## config.mk

```make
export PLATFORM = sky130hd
export DESIGN_NAME = idex_operand_stage
export DESIGN_NICKNAME = d
export VERILOG_FILES = /design/src/rtl/idex_operand_stage.sv
export SDC_FILE = /design/constraint.sdc
export NUM_CORES = 1
export LEC_CHECK = 0
export BUFFER_PORTS_ARGS = -buffer_cell sky130_fd_sc_hd__buf_2
export CAP_MARGIN = 15
export CORE_ASPECT_RATIO = 0.75
export CORE_UTILIZATION = 30
export CTS_BUF_LIST = sky130_fd_sc_hd__clkbuf_16
export DETAILED_ROUTE_END_ITERATION = 16
export GPL_ROUTABILITY_DRIVEN = 0
export PLACE_DENSITY_LB_ADDON = 0.08
export SLEW_MARGIN = 25
export SYNTH_ARGS = -nofsm -noshare
export SYNTH_HDL_FRONTEND = slang
export SYNTH_SLANG_ARGS = --single-unit
```

## constraint.sdc

```tcl
create_clock -name clk -period 3.6 [get_ports clk]
set_input_delay 0.72 -clock clk [delete_from_list [all_inputs] [get_ports clk]]
set_output_delay 0.72 -clock clk [all_outputs]
set_load 0.02 [all_outputs]
```

## src/rtl/idex_operand_stage.sv

```systemverilog
// rtl/idex_operand_stage.sv - ID/EX pipeline register with operand forwarding and load-use stall
//
// Captures decoded operands and shift-control fields at the decode boundary,
// resolves RAW hazards from MEM/WB and feeds the execute-stage shifter.
//
// Ports:
//   clk, reset (async, active-high), stall (hold all), flush (load bubble)
//   id_*          decode-slot instruction fields
//   mem_*, wb_*   downstream write-back candidates used for forwarding/hazards
//   hazard_stall  request to hold PC and IF/ID
//   ex_*          registered control for the execute stage
//   sh_*          operands and controls presented to the shifter
//
// Configuration macro: IDEX_FWD_EN
//   defined   - MEM/WB forwarding muxes on sh_a/sh_b, stall on load-use only
//   undefined - no forwarding; stall on any RAW dependency on EX or MEM
//               (WB is covered by the write-first register file)

module idex_operand_stage #(
    parameter int WIDTH = 32
) (
    input  logic             clk,
    input  logic             reset,
    input  logic             stall,
    input  logic             flush,
    input  logic             id_valid,
    input  logic [WIDTH-1:0] id_rd1,
    input  logic [WIDTH-1:0] id_rd2,
    input  logic [4:0]       id_rs,
    input  logic [4:0]       id_rt,
    input  logic [4:0]       id_writereg,
    input  logic [2:0]       id_shctrl,
    input  logic             id_lui,
    input  logic [4:0]       id_shamt,
    input  logic             id_regwrite,
    input  logic             id_memread,
    input  logic             mem_regwrite,
    input  logic [4:0]       mem_writereg,
    input  logic [WIDTH-1:0] mem_result,
    input  logic             wb_regwrite,
    input  logic [4:0]       wb_writereg,
    input  logic [WIDTH-1:0] wb_result,
    output logic             hazard_stall,
    output logic             ex_valid,
    output logic             ex_regwrite,
    output logic             ex_memread,
    output logic [4:0]       ex_writereg,
    output logic [WIDTH-1:0] sh_a,
    output logic [WIDTH-1:0] sh_b,
    output logic [2:0]       sh_control,
    output logic             sh_lui,
    output logic [4:0]       sh_constshift
);

    logic             valid_q, valid_d;
    logic             regwrite_q, regwrite_d;
    logic             memread_q, memread_d;
    logic [4:0]       rs_q, rs_d;
    logic [4:0]       rt_q, rt_d;
    logic [4:0]       writereg_q, writereg_d;
    logic [WIDTH-1:0] rd1_q, rd1_d;
    logic [WIDTH-1:0] rd2_q, rd2_d;
    logic [2:0]       shctrl_q, shctrl_d;
    logic             lui_q, lui_d;
    logic [4:0]       shamt_q, shamt_d;

    logic load_use;
    logic raw_hazard;

    // A load in EX cannot be forwarded in time for a dependent in decode.
    assign load_use = valid_q & memread_q & (writereg_q != 5'd0) & id_valid &
                      ((writereg_q == id_rs) | (writereg_q == id_rt));

`ifdef IDEX_FWD_EN
    function automatic logic [WIDTH-1:0] fwd_sel(input logic [4:0]       src,
                                                 input logic [WIDTH-1:0] regval);
        // MEM is the younger producer, so it takes priority over WB.
        if (mem_regwrite && mem_writereg != 5'd0 && mem_writereg == src)
            fwd_sel = mem_result;
        else if (wb_regwrite && wb_writereg != 5'd0 && wb_writereg == src)
            fwd_sel = wb_result;
        else
            fwd_sel = regval;
    endfunction

    assign raw_hazard = 1'b0;
    assign sh_a = fwd_sel(rs_q, rd1_q);
    assign sh_b = fwd_sel(rt_q, rd2_q);
`else
    logic ex_dep;
    logic mem_dep;
    logic unused_nofwd;

    // Without forwarding the dependent waits until its producer reaches WB,
    // where the write-first register file supplies the value in decode.
    assign ex_dep  = valid_q & regwrite_q &
                     (((id_rs != 5'd0) & (id_rs == writereg_q)) |
                      ((id_rt != 5'd0) & (id_rt == writereg_q)));
    assign mem_dep = mem_regwrite &
                     (((id_rs != 5'd0) & (id_rs == mem_writereg)) |
                      ((id_rt != 5'd0) & (id_rt == mem_writereg)));
    assign raw_hazard = id_valid & (ex_dep | mem_dep);
    assign sh_a = rd1_q;
    assign sh_b = rd2_q;
    assign unused_nofwd = ^{wb_regwrite, wb_writereg, wb_result, rs_q, rt_q};
`endif

    assign hazard_stall = ~flush & (load_use | raw_hazard);

    always_comb begin
        valid_d    = valid_q;
        regwrite_d = regwrite_q;
        memread_d  = memread_q;
        rs_d       = rs_q;
        rt_d       = rt_q;
        writereg_d = writereg_q;
        rd1_d      = rd1_q;
        rd2_d      = rd2_q;
        shctrl_d   = shctrl_q;
        lui_d      = lui_q;
        shamt_d    = shamt_q;
        if (flush || (!stall && hazard_stall)) begin
            // Bubble: every field zeroed so the shifter sees a clean no-op.
            valid_d    = 1'b0;
            regwrite_d = 1'b0;
            memread_d  = 1'b0;
            rs_d       = '0;
            rt_d       = '0;
            writereg_d = '0;
            rd1_d      = '0;
            rd2_d      = '0;
            shctrl_d   = '0;
            lui_d      = 1'b0;
            shamt_d    = '0;
        end else if (!stall) begin
            valid_d    = id_valid;
            regwrite_d = id_regwrite & id_valid;
            memread_d  = id_memread & id_valid;
            rs_d       = id_rs;
            rt_d       = id_rt;
            writereg_d = id_writereg;
            rd1_d      = id_rd1;
            rd2_d      = id_rd2;
            shctrl_d   = id_shctrl;
            lui_d      = id_lui;
            shamt_d    = id_shamt;
        end
    end

    always_ff @(posedge clk or posedge reset) begin
        if (reset) begin
            valid_q    <= 1'b0;
            regwrite_q <= 1'b0;
            memread_q  <= 1'b0;
            rs_q       <= '0;
            rt_q       <= '0;
            writereg_q <= '0;
            rd1_q      <= '0;
            rd2_q      <= '0;
            shctrl_q   <= '0;
            lui_q      <= 1'b0;
            shamt_q    <= '0;
        end else begin
            valid_q    <= valid_d;
            regwrite_q <= regwrite_d;
            memread_q  <= memread_d;
            rs_q       <= rs_d;
            rt_q       <= rt_d;
            writereg_q <= writereg_d;
            rd1_q      <= rd1_d;
            rd2_q      <= rd2_d;
            shctrl_q   <= shctrl_d;
            lui_q      <= lui_d;
            shamt_q    <= shamt_d;
        end
    end

    assign ex_valid      = valid_q;
    assign ex_regwrite   = regwrite_q;
    assign ex_memread    = memread_q;
    assign ex_writereg   = writereg_q;
    assign sh_control    = shctrl_q;
    assign sh_lui        = lui_q;
    assign sh_constshift = shamt_q;

endmodule

```

# Yosys cells after proc, flatten, opt, wreduce, memory -nomap -nowiden
# Index checks and enable logic that the tools add are counted.
word_totals:
  regBits: 81
  in_bits: 171
  output_inout_bits: 82
  elab_cells: 61
op_classes:
  n_eq_ne: 7
  mux: 18
  bitwise_logic: 21
  n_reduce_logical: 6
op_table:
  columns: ["operator", "n"]
  rows:
  - ["32-bit 2-to-1 mux", 4]
  - ["5-bit == test", 6]
  - ["5-bit 2-to-1 mux", 4]
  - ["1-bit AND", 15]
  - ["5-bit nonzero test", 3]
  - ["1-bit 2-to-1 mux", 8]
  - ["3-bit 2-to-1 mux", 2]
  - ["1-bit OR", 5]
  - ["2-bit by 1-bit != test with 1-bit output (second input constant)", 1]
  - ["1-bit logical AND", 1]
  - ["1-bit zero test", 1]
  - ["1-bit logical OR", 1]
  - ["1-bit NOT", 1]

# Longest topological paths before layout
logic_depth:
  ltp_word: 11
  ltp_mapped: 7
  ltp_nobuf: 5

# Worst setup path before layout
# Ideal clock, no wire load.
synth_path:
  path_type: "input -> output"
  start: "input id_rs[1]"
  end: "output hazard_stall"
  t_arrival_ns: 2.066
  required_ns: 2.880
  path_slack_ns: 0.814
  cell_stages: 6
  n_path_buf: 1
  cell_sequence: "or4_1 > o211ai_1 > a2111o_1 > buf_4 > o211ai_4 > nor2b_1"
synth_between:
  elab_chain_len: 8
  word_cells_on_any_way: 16
  cone_classes: "3 x eq/ne; 12 x bitwise; 1 x reduce/logical"
synth_lines:
  columns: ["item", "line", "text"]
  rows:
  - ["start: declaration", "29", "input logic [4:0] id_rs,"]
  - ["5-bit == test, or another cell as far along", "72, 97", null]
  - ["1-bit AND, on equally long branches", "97, 100", null]
  - ["1-bit OR, on equally long branches", "97, 100", null]
  - ["1-bit AND, on equally long branches", "96, 99", null]
  - ["1-bit OR", "102", "assign raw_hazard = id_valid & (ex_dep | mem_dep);"]
  - ["1-bit AND", "102", null]
  - ["1-bit OR (*)", "108", "assign hazard_stall = ~flush & (load_use | raw_hazard);"]
  - ["1-bit AND (*)", "108", null]
  - ["end: declaration", "43", "output logic hazard_stall,"]
# Mark *: on every way between the ends. The rest lies on a longest branch, timed or not.

# Final worst setup path
# Same ends and word-level chain as after synthesis.

==> impl_metrics.yaml <==
critical_path:
  critPathMaxStageDelay_ns: 0.54
  path_common_cell: "buf_2"
  critPathTopFamily: "simple AND/OR/NAND/NOR gates"
  crit_type: "in -> out"
  arrival_ns: 2.22
  cp_max_fo: 3
  cpMaxStageDelayCell: "or4_1"
  crit_chain: "buf_2, or4_1, o211ai_1, a2111o_1, o211ai_4, nor2b_1, buf_2"
  cp.required_ns: 2.88
  cp-start-kind: "input port"
  cp_num_buf_inv: 2
  end_kind: "output port"
power_and_ir_drop:
  p_leak_uw: 0.00274
  power_uw: 2510
  powerDensity_nw_per_um2: 435
  ir_drop_mv: 0.231
layout:
  final_area_sq_um: 5790
  layout_commonest_cell: "buf_2"
  most-common-layout-cells: "182 x buf_2, 81 x dfrtp_1, 78 x nand2_1, 78 x a32oi_1, 40 x o21ai_1"
  diodes: 0
  layout.nets: 778
  area_delta_synth_final_pct: 30.8
  drive_gt1_share_pct: 35.3
  final_util_pct: 40.0
yosys:
  yosys.area_share.simple_pct: 13.7
  syn_inst: 456
  syn_area_per_cell_sq_um: 9.71
  syn_nets: 627
  synth_fa_ha_area_share_pct: 0
  netlist_area_sq_um: 4430
  ys_seq_elements: 81
  yosysSeqAreaShare_pct: 45.8
  synth_xor_area_share_pct: 3.96
  yosysWarnings: 0
  synth_top_family_by_area: "compound AO/OA/AOI/OAI gates"
  synth_mux_area_share_pct: 0
  ys_types: 29
  synth_compound_area_share_pct: 30.4
clock_network:
  cts_setup_buffers: 0
  cts.path.max_buffers: 2
  path_clk_slew_ns: 0.06
  clock-root-buffer: "clkbuf_16"
  post_cts_resized: 0
  cts_max_level: 3
  cts_tree: "yes"
  clkSinkCount: 81
  clock_latency_ns: 0.34
  cts_hold_buffers: 0
  cts_buffers: 9
detailed_routing:
  vias: 4297
  drt_iter0_drc: 208
  wl_mm: 14.4
  drc: 0
  ant_nets: 0
  drt_first_pass_iters: 4
  routedWlPerCell_um: 17.7
  vias_per_cell: 5.29
placed_design:
  io_buffers: 182
  post_dp_cell_area_sq_um: 5480
  dp_hpwl_mm: 9.14
global_route:
  first_global_vias: 4260
  met3_usage_pct: 5.18
  grt_max_degree: 71
  grtUsageMet1_pct: 26.1
  grtUsageTotal_pct: 19.2
  top_usage_layer: "met2"
  met2_usage_pct: 30.2
  grt_first_pass_wirelength_mm: 23.1
  antenna_found_initial: 1
  gr-total-overflow: 0
timing:
  max_freq_ghz: 0.341
  fin_crit_ns: 2.94
  grt_setup_unrepaired: "no"
  tightest_slew_ns: 0.914
  fin_tns_setup_ns: 0
  relSlewSlack_pct: 39.1
  min_period_over_period_pct: 81.6
  setup_viol: 0
  slew_violations: 0
  finalClockSkew_ns: 0.00640
  worst_hold_slack_ns: 0.360
  hold_viol_final: 0
status:
  outcome: "finished clean"
floorplanning:
  ioPinCount: 253
  die_w_um: 142
  die_height_um: 107
  rows: 38
  die-area_sq_um: 15200
  initial_utilization_pct: 30.6
  core_area_sq_um: 14500
min_path:
  worstHoldPathType: "in -> async"
flow_run:
  drv_cap: 0
==> worst register-to-register path, delay by kind of cell (launching register included) <==
kind	cells	cell delay [ns]
AO/OA/AOI/OAI	4	0.83
buffers and inverters	1	0.30
flip-flops	1	0.44
AND/OR/NAND/NOR	1	0.55
==> cell families (layout without fill, tap and decap cells) <==
kind of cell,Yosys count,in the layout
xor gates and xnor gates,20,20
DFF,81,81
buffers and inverters,59,215
and+or+nand+nor,128,128
AOI/OAI and AO/OA,168,168
==> per-layer routing <==
| layer | vias to the layer above | part of all wire [%] |
|---|---|---|
| li1 | 2054 | - |
| met1 | 2095 | 47 |
| met2 | 135 | 46 |
| met3 | 13 | 6.3 |
| met4 | 0 | 1.0 |
| met5 | - | 0 |
==> report_power, final <==
| group | total, uW | leakage [uW] | internal, uW | switching, uW |
|---|---|---|---|---|
| Combinational | 501 | 0.00154 | 184 | 318 |
| Sequential | 1030 | 0.00106 | 986 | 47.8 |
| Clock | 980 | 0.000148 | 601 | 379 |
| Total | 2510 | 0.00274 | 1770 | 745 |
==> cell type report <==
cell class | instances | area (sq um)
Fill cell | 1494 | 8670
Multi-Input combinational cell | 316 | 2140
Sequential cell | 81 | 2030
Timing Repair Buffer | 194 | 1040
Tap cell | 200 | 250
Clock buffer | 9 | 225
Clock inverter | 7 | 86.3
Inverter | 5 | 20.0
==> Yosys cell counts (all sizes together) <==
cell type  count  share of area, %
nor2           1             0.085
xnor2         16               3.2
nor2b          2              0.28
o211ai         6               1.4
a32oi         78                15
clkinv         1             0.085
o22a           1              0.20
and2          36               5.1
inv            4              0.34
buf           16               2.5
o2111ai       36               7.1
nand3          4              0.45
nand2b         1              0.14
nand2         78               6.6
xor2           4              0.79
a2111o         2              0.51
dfrtp         81                46
o41ai          2              0.74
clkbuf        38               3.2
o21ai         42               4.7
or4            3              0.51
o31ai          1              0.17
nand3b         3              0.51
==> sequential cells by signal (all words and copies together) (netlist names) <==
signal         flops
ex_writereg        5
sh_b              32
sh_a              32
ex_valid           1
ex_memread         1
sh_lui             1
sh_constshift      5
ex_regwrite        1
sh_control         3
==> stage by stage <==
step / cells / setup WS [ns]
finish: 812 / 0.664
global route: 812 / 0.572
CTS: 812 / 0.647
detailed placement: 796 / 0.658
global placement: 796 / 0.656
floorplan: 456 / 0.800
==> final timing paths <==
check | endpoint | slack, ns | cells after the start | start
worst min-delay path | sh_a[0] | 0.36 | 2 | reset
worst min register to register | sh_a[7] | 0.48 | 2 | sh_a[7]
worst max register to register | ex_memread | 1.39 | 6 | ex_writereg[1]
max in group asynchronous | sh_a[17] | 2.47 | 3 | reset
worst max-delay path | hazard_stall | 0.66 | 7 | id_rs[1]
min in group clk | sh_a[7] | 0.48 | 2 | sh_a[7]
(Power assumes the default switching activity.)
